`config.mk`:
```
export PLATFORM = sky130hd
export DESIGN_NAME = inst_loader
export DESIGN_NICKNAME = d
export VERILOG_FILES = /design/src/rtl/inst_loader.sv
export SDC_FILE = /design/constraint.sdc
export NUM_CORES = 1
export LEC_CHECK = 0
export CORE_MARGIN = 8
export CORE_UTILIZATION = 52
export CTS_BUF_LIST = sky130_fd_sc_hd__clkbuf_16
export CTS_CLUSTER_DIAMETER = 60
export DETAILED_ROUTE_END_ITERATION = 8
export PLACE_DENSITY = 0.8
export SYNTH_ARGS = -nofsm -noshare
export SYNTH_HDL_FRONTEND = slang
export SYNTH_SLANG_ARGS = --single-unit
export TNS_END_PERCENT = 5
```
`constraint.sdc`:
```
create_clock -name clk -period 2.9 [get_ports clk]
set_clock_uncertainty 0.1 [all_clocks]
set_input_delay 0.435 -clock clk [delete_from_list [all_inputs] [get_ports clk]]
set_output_delay 0.435 -clock clk [all_outputs]
set_load 0.05 [all_outputs]
```
`src/rtl/inst_loader.sv`:
```
// ----------------------------------------------------------------------------
// inst_loader
//   Receives a byte stream and assembles it little-endian into 32-bit words.
//   Each completed word is written to instruction memory at
//   BASE_ADDR + 4*index. A load is started by `start` with a non-zero
//   `word_count`. It ends in DONE after the last word is written, or in IDLE
//   when it is aborted.
//
// Parameters
//   BASE_ADDR  : byte address of the first loaded word
//   CNT_WIDTH  : width of word_count
//
// Ports
//   clk        : clock; all state updates on the rising edge
//   rst_n      : asynchronous active-low reset
//   start      : load request, honoured only in IDLE or DONE
//   word_count : number of words to load, latched when start is accepted
//   abort      : synchronous cancel of the current load
//   rx_data    : incoming instruction byte
//   rx_valid   : rx_data is valid
//   rx_ready   : loader accepts a byte this cycle (RECV only)
//   wr_en      : one-cycle write strobe per assembled word
//   wr_addr    : byte address of the word being written (held when idle)
//   wr_data    : assembled instruction word (held when idle)
//   busy       : load in progress (RECV or WRITE)
//   done       : load finished; stays high until the next accepted start
// ----------------------------------------------------------------------------
module inst_loader #(
    parameter logic [31:0] BASE_ADDR = 32'h0000_0000,
    parameter int unsigned CNT_WIDTH = 16
) (
    input  logic                 clk,
    input  logic                 rst_n,
    input  logic                 start,
    input  logic [CNT_WIDTH-1:0] word_count,
    input  logic                 abort,
    input  logic [7:0]           rx_data,
    input  logic                 rx_valid,
    output logic                 rx_ready,
    output logic                 wr_en,
    output logic [31:0]          wr_addr,
    output logic [31:0]          wr_data,
    output logic                 busy,
    output logic                 done
);

    typedef enum logic [1:0] {
        IDLE  = 2'd0,
        RECV  = 2'd1,
        WRITE = 2'd2,
        DONE  = 2'd3
    } state_t;

    state_t               state;
    state_t               state_nxt;

    logic [CNT_WIDTH-1:0] total_q;     // latched word_count of the active load
    logic [CNT_WIDTH-1:0] index_q;     // index of the word being assembled
    logic [1:0]           byte_cnt_q;  // bytes already held for this word
    logic [23:0]          partial_q;   // first three bytes of the word
    logic [CNT_WIDTH:0]   index_inc;   // one bit wider so the compare cannot wrap
    logic                 accept;

    // abort outranks a byte handshake in the same cycle
    assign accept    = (state == RECV) && rx_valid && !abort;
    assign index_inc = {1'b0, index_q} + {{CNT_WIDTH{1'b0}}, 1'b1};

    // ------------------------------------------------------------------
    // State register
    // ------------------------------------------------------------------
    always_ff @(posedge clk or negedge rst_n) begin
        if (!rst_n) begin
            state <= IDLE;
        end else begin
            state <= state_nxt;
        end
    end

    // ------------------------------------------------------------------
    // Next state and state-decoded outputs
    // ------------------------------------------------------------------
    always_comb begin
        state_nxt = state;
        rx_ready  = 1'b0;
        wr_en     = 1'b0;
        busy      = 1'b0;
        done      = 1'b0;
        unique case (state)
            IDLE, DONE: begin
                done = (state == DONE);
                if (start) begin
                    state_nxt = (word_count == '0) ? DONE : RECV;
                end
            end
            RECV: begin
                rx_ready = 1'b1;
                busy     = 1'b1;
                if (abort) begin
                    state_nxt = IDLE;
                end else if (accept && (byte_cnt_q == 2'd3)) begin
                    state_nxt = WRITE;
                end
            end
            WRITE: begin
                wr_en = 1'b1;
                busy  = 1'b1;
                if (abort) begin
                    state_nxt = IDLE;
                end else if (index_inc < {1'b0, total_q}) begin
                    state_nxt = RECV;
                end else begin
                    state_nxt = DONE;
                end
            end
            default: state_nxt = IDLE;
        endcase
    end

    // ------------------------------------------------------------------
    // Datapath: word assembly, counters and the registered write port.
    // wr_addr/wr_data load on the fourth byte, so they are valid
    // throughout WRITE and then hold their values.
    // ------------------------------------------------------------------
    always_ff @(posedge clk or negedge rst_n) begin
        if (!rst_n) begin
            total_q    <= '0;
            index_q    <= '0;
            byte_cnt_q <= '0;
            partial_q  <= '0;
            wr_addr    <= '0;
            wr_data    <= '0;
        end else begin
            unique case (state)
                IDLE, DONE: begin
                    if (start && (word_count != '0)) begin
                        total_q    <= word_count;
                        index_q    <= '0;
                        byte_cnt_q <= '0;
                    end
                end
                RECV: begin
                    if (abort) begin
                        byte_cnt_q <= '0;
                    end else if (accept) begin
                        unique case (byte_cnt_q)
                            2'd0: partial_q[7:0]   <= rx_data;
                            2'd1: partial_q[15:8]  <= rx_data;
                            2'd2: partial_q[23:16] <= rx_data;
                            default: begin
                                wr_data <= {rx_data, partial_q};
                                wr_addr <= BASE_ADDR + 32'({index_q, 2'b00});
                            end
                        endcase
                        byte_cnt_q <= byte_cnt_q + 2'd1;
                    end
                end
                WRITE: begin
                    index_q <= index_q + {{(CNT_WIDTH-1){1'b0}}, 1'b1};
                end
                default: ;
            endcase
        end
    end

endmodule

```
==> impl_metrics.yaml, run 1 <==
sta:
  maxSlewHeadroom_pct: 53.4
  hold_violations: 3
  period_share_pct: 92.6
  holdWs_ns: -0.00660
  final.setup.worst_slack_ns: 0.213
  finalSetupTns_ns: 0
  tightest_slew_ns: 0.699
  finalWorstPathRequiredPeriod_ns: 2.69
  drv_slew: 0
  rsz0062_at_grt: "false"
  fmax_mhz: 372
  setup_viol: 0
clock_tree:
  clock_sinks: 108
  cts_hold_buf: 0
  cts_htree_levels: 3
  post_cts_buffers: 0
  cts_resized: 0
  path_clk_slew_ns: 0.07
  numCtsBuffers: 9
  clk_path_buf_depth: 2
  cts-root-buf: "clkbuf_16"
  cts_tree: "yes"
  clock_insertion_delay_worst_skew_ns: 0.34
routing:
  wirelength_um: 10700
  viasPerCell: 5.29
  drtIter0Drc: 120
  drc: 0
  wl_per_cell_um: 16.9
  ant_nets: 0
  firstDrtPassIters: 4
  vias: 3359
critical_path:
  rrSetupSlack_ns: 0.21
  startpoint: "index_q[2]"
  worstSetupPathDepth: 12
  cpMostUsedCell: "and3_1"
  criticalPathCategory: "reg2reg"
  cp_data_arrival_time_ns: 2.79
  crit_required_ns: 3.00
  critPathTopFamily: "simple AND/OR/NAND/NOR gates"
  cp_max_fo: 6
  rr_startpoint: "index_q[2]"
  cp-end-kind: "register"
  max_stage_delay_ns: 0.43
  cpMaxStageDelayCell: "dfrtp_2"
  path_cells: "nand3_2, nor2_4, and3_1, and3_1, xor2_1, ha_1, nor3_1, o21bai_1, a21oi_1, a211oi_1, o21ai_0, a31oi_1"
  crit_path_end: "state[1]"
  start_kind: "register"
  crit_buf_inv: 0
  worst_r2r_path_depth: 12
  r2r-end: "state[1]"
worst_hold_path:
  min_path_type: "in2async"
finish:
  num_antenna_cells: 0
  seq_area_um2: 2710
  multi_input_area_um2: 2170
  drive_gt1_share_pct: 23.3
  area_growth_pct: 24.2
  fin_nets: 549
  fillers: 728
pwr:
  p_leak_nw: 3.01
  pwr_density_cell_nw_per_um2: 713
  peakVddDrop_v: 0.000404
floorplan:
  boundaryPins: 97
  coreArea_um2: 9640
  die_h_um: 115
  floorplan.die.width_um: 115
  num_rows: 36
  start_util_pct: 52.7
  dieArea_um2: 13200
status:
  violations: "hold timing"
  outcome: "finished, violations left"
synthesis:
  synth-edff-count: 0
  synth_ff_type: "dfrtp_1"
  yosysSeqAreaShare_pct: 53.2
  postSynthCellCount: 414
  ys_warn_count: 0
  syn_area_per_cell_um2: 12.3
  ys_ff_latch: 108
  syn_area_um2: 5080
  ys_types: 47
  postSynth.asyncResetShare_pct: 100
job:
  max_cap_violations: 0
place:
  dp_hpwl_um: 7900
  place_ws_ns: 0.0982
  gp_congestion: 0.859
  portBuffers: 80
global_routing:
  grt_pass1_vias: 3640
  grt_pass1_wl_um: 17800
  grt_start_max_net_pins: 49
  antenna_found_initial: 0
  grt_overflow: 0
  grt_usage_pct: 16.9
-- registers in the layout, summed over array words and instances, names as in the netlist --
name and flops:
wr_data 32, partial_q 24, index_q 16, total_q 16, wr_addr 16, byte_cnt_q 2, state 2
-- cells in the final DEF, fill, tap and decap left out, types with 3 or more instances in the layout --
| cell | n |
|---|---|
| buf_4 | 6 |
| xnor2_1 | 6 |
| a21oi_1 | 7 |
| ha_1 | 22 |
| mux2_2 | 72 |
| dfrtp_2 | 3 |
| nand2_1 | 35 |
| a31oi_1 | 5 |
| a22o_1 | 10 |
| o21ai_0 | 25 |
| clkdlybuf4s50_1 | 79 |
| nand3_1 | 6 |
| dfrtp_1 | 105 |
| conb_1 | 16 |
| nor4_4 | 4 |
| a211oi_1 | 3 |
| clkbuf_16 | 9 |
| nor3_1 | 3 |
| inv_1 | 22 |
| xor2_1 | 7 |
| nor2_1 | 9 |
-- kinds of logic (layout without fill, tap and decap cells) --
kind of cell | count (synthesis) | count (layout) | synth area share (%)
flip-flops | 108 | 108 | 53.2
multiplexers | 75 | 75 | 16.6
AND/OR/NAND/NOR | 74 | 74 | 7.76
AO/OA/AOI/OAI | 67 | 67 | 8.90
buffers and inverters | 53 | 126 | 5.52
adder cells (fa/ha/maj) | 23 | 23 | 5.67
XOR/XNOR | 13 | 13 | 2.24
other | 1 | 16 | 0.0739
-- cell usage after synthesis (2+ instances only) --
master / count / area share [%]
buf_4: 16 / 2.4
buf_2: 5 / 0.49
xnor2_1: 6 / 1.0
a21oi_1: 7 / 0.69
inv_1: 22 / 1.6
nor2_1: 11 / 0.81
nor3_1: 3 / 0.30
buf_6: 2 / 0.44
xor2_1: 7 / 1.2
a22o_1: 10 / 1.7
a21o_1: 2 / 0.30
ha_1: 23 / 5.7
nand3_1: 8 / 0.79
nand2b_1: 2 / 0.25
mux2i_1: 2 / 0.39
a31oi_1: 5 / 0.62
and2_1: 2 / 0.25
nand2_1: 36 / 2.7
dfrtp_1: 108 / 53
nor4_4: 4 / 1.7
clkbuf_1: 7 / 0.52
nand4_1: 2 / 0.25
o21bai_1: 2 / 0.30
and3_1: 2 / 0.25
mux2_2: 72 / 16
o21ai_0: 25 / 2.5
a211oi_1: 3 / 0.44
-- cell type report --
class / count / share of cell area, %
multi-input cells: 268 / 34.5
flip-flops and latches: 108 / 42.9
clock buffers: 9 / 3.57
well taps: 133 / 2.64
clock inverters: 7 / 1.07
repair buffers: 87 / 13.9
inverters: 23 / 1.37
-- report_power, final --
| group | total (mW) | internal (mW) | leakage [nW] | switching, mW |
|---|---|---|---|---|
| clock network | 1.18 | 0.604 | 0.145 | 0.573 |
| registers | 1.88 | 1.76 | 1.45 | 0.126 |
| logic | 1.43 | 0.536 | 1.41 | 0.893 |
| total | 4.49 | 2.90 | 3.01 | 1.59 |
-- metrics by stage --
| step | cell area, µm² | std cells | power (mW) | util [%] | hold slack, ns |
|---|---|---|---|---|---|
| after floorplan | 5130 | 429 | 2.95 | - | 0.0394 |
| after global placement | 5990 | 619 | 3.26 | 62.1 | 0.372 |
| after detailed placement | 5990 | 619 | 3.33 | 62.1 | 0.376 |
| after CTS | 6280 | 635 | 4.52 | 65.1 | 0.0116 |
| after global routing | 6300 | 635 | 4.75 | 65.4 | 0.0261 |
| final | 6300 | 635 | 4.49 | 65.4 | -0.00660 |
-- worst register-to-register path: cells and delay by family (launching register included) --
family / cells / cell delay (ns)
AO/OA/AOI/OAI: 5 / 0.60
XOR/XNOR: 1 / 0.23
adder cells (fa/ha/maj): 1 / 0.27
flip-flops: 1 / 0.43
AND/OR/NAND/NOR: 5 / 0.91
-- layer usage --
metal | global-route usage, % | wire, µm | vias up
met2 | 30.2 | 5330 | 88
met4 | 4.38 | 134 | 0
met5 | 0 | 0 | -
li1 | - | - | 1578
met1 | 18.6 | 4410 | 1678
met3 | 6.14 | 846 | 15
-- how the worst min path moves through the flow --
stage	startpoint	end	slack [ns]
after global routing	rst_n	total_q[2]	0.03
after global placement	rst_n	total_q[1]	0.37
after CTS	rst_n	total_q[2]	0.01
final	rst_n	total_q[2]	-0.007
after floorplan	rst_n	byte_cnt_q[0]	0.04
after detailed placement	rst_n	total_q[2]	0.38
Power figures use the tool's default switching activity.
==> inputs of run 2 (changes only) <==
--- a/config.mk
+++ b/config.mk
@@ -14,4 +14,3 @@
 export SYNTH_ARGS = -nofsm -noshare
 export SYNTH_HDL_FRONTEND = slang
 export SYNTH_SLANG_ARGS = --single-unit
-export TNS_END_PERCENT = 5
==> results of run 2 <==
No change in the layout: final DEF, timing and power equal those of run 1.
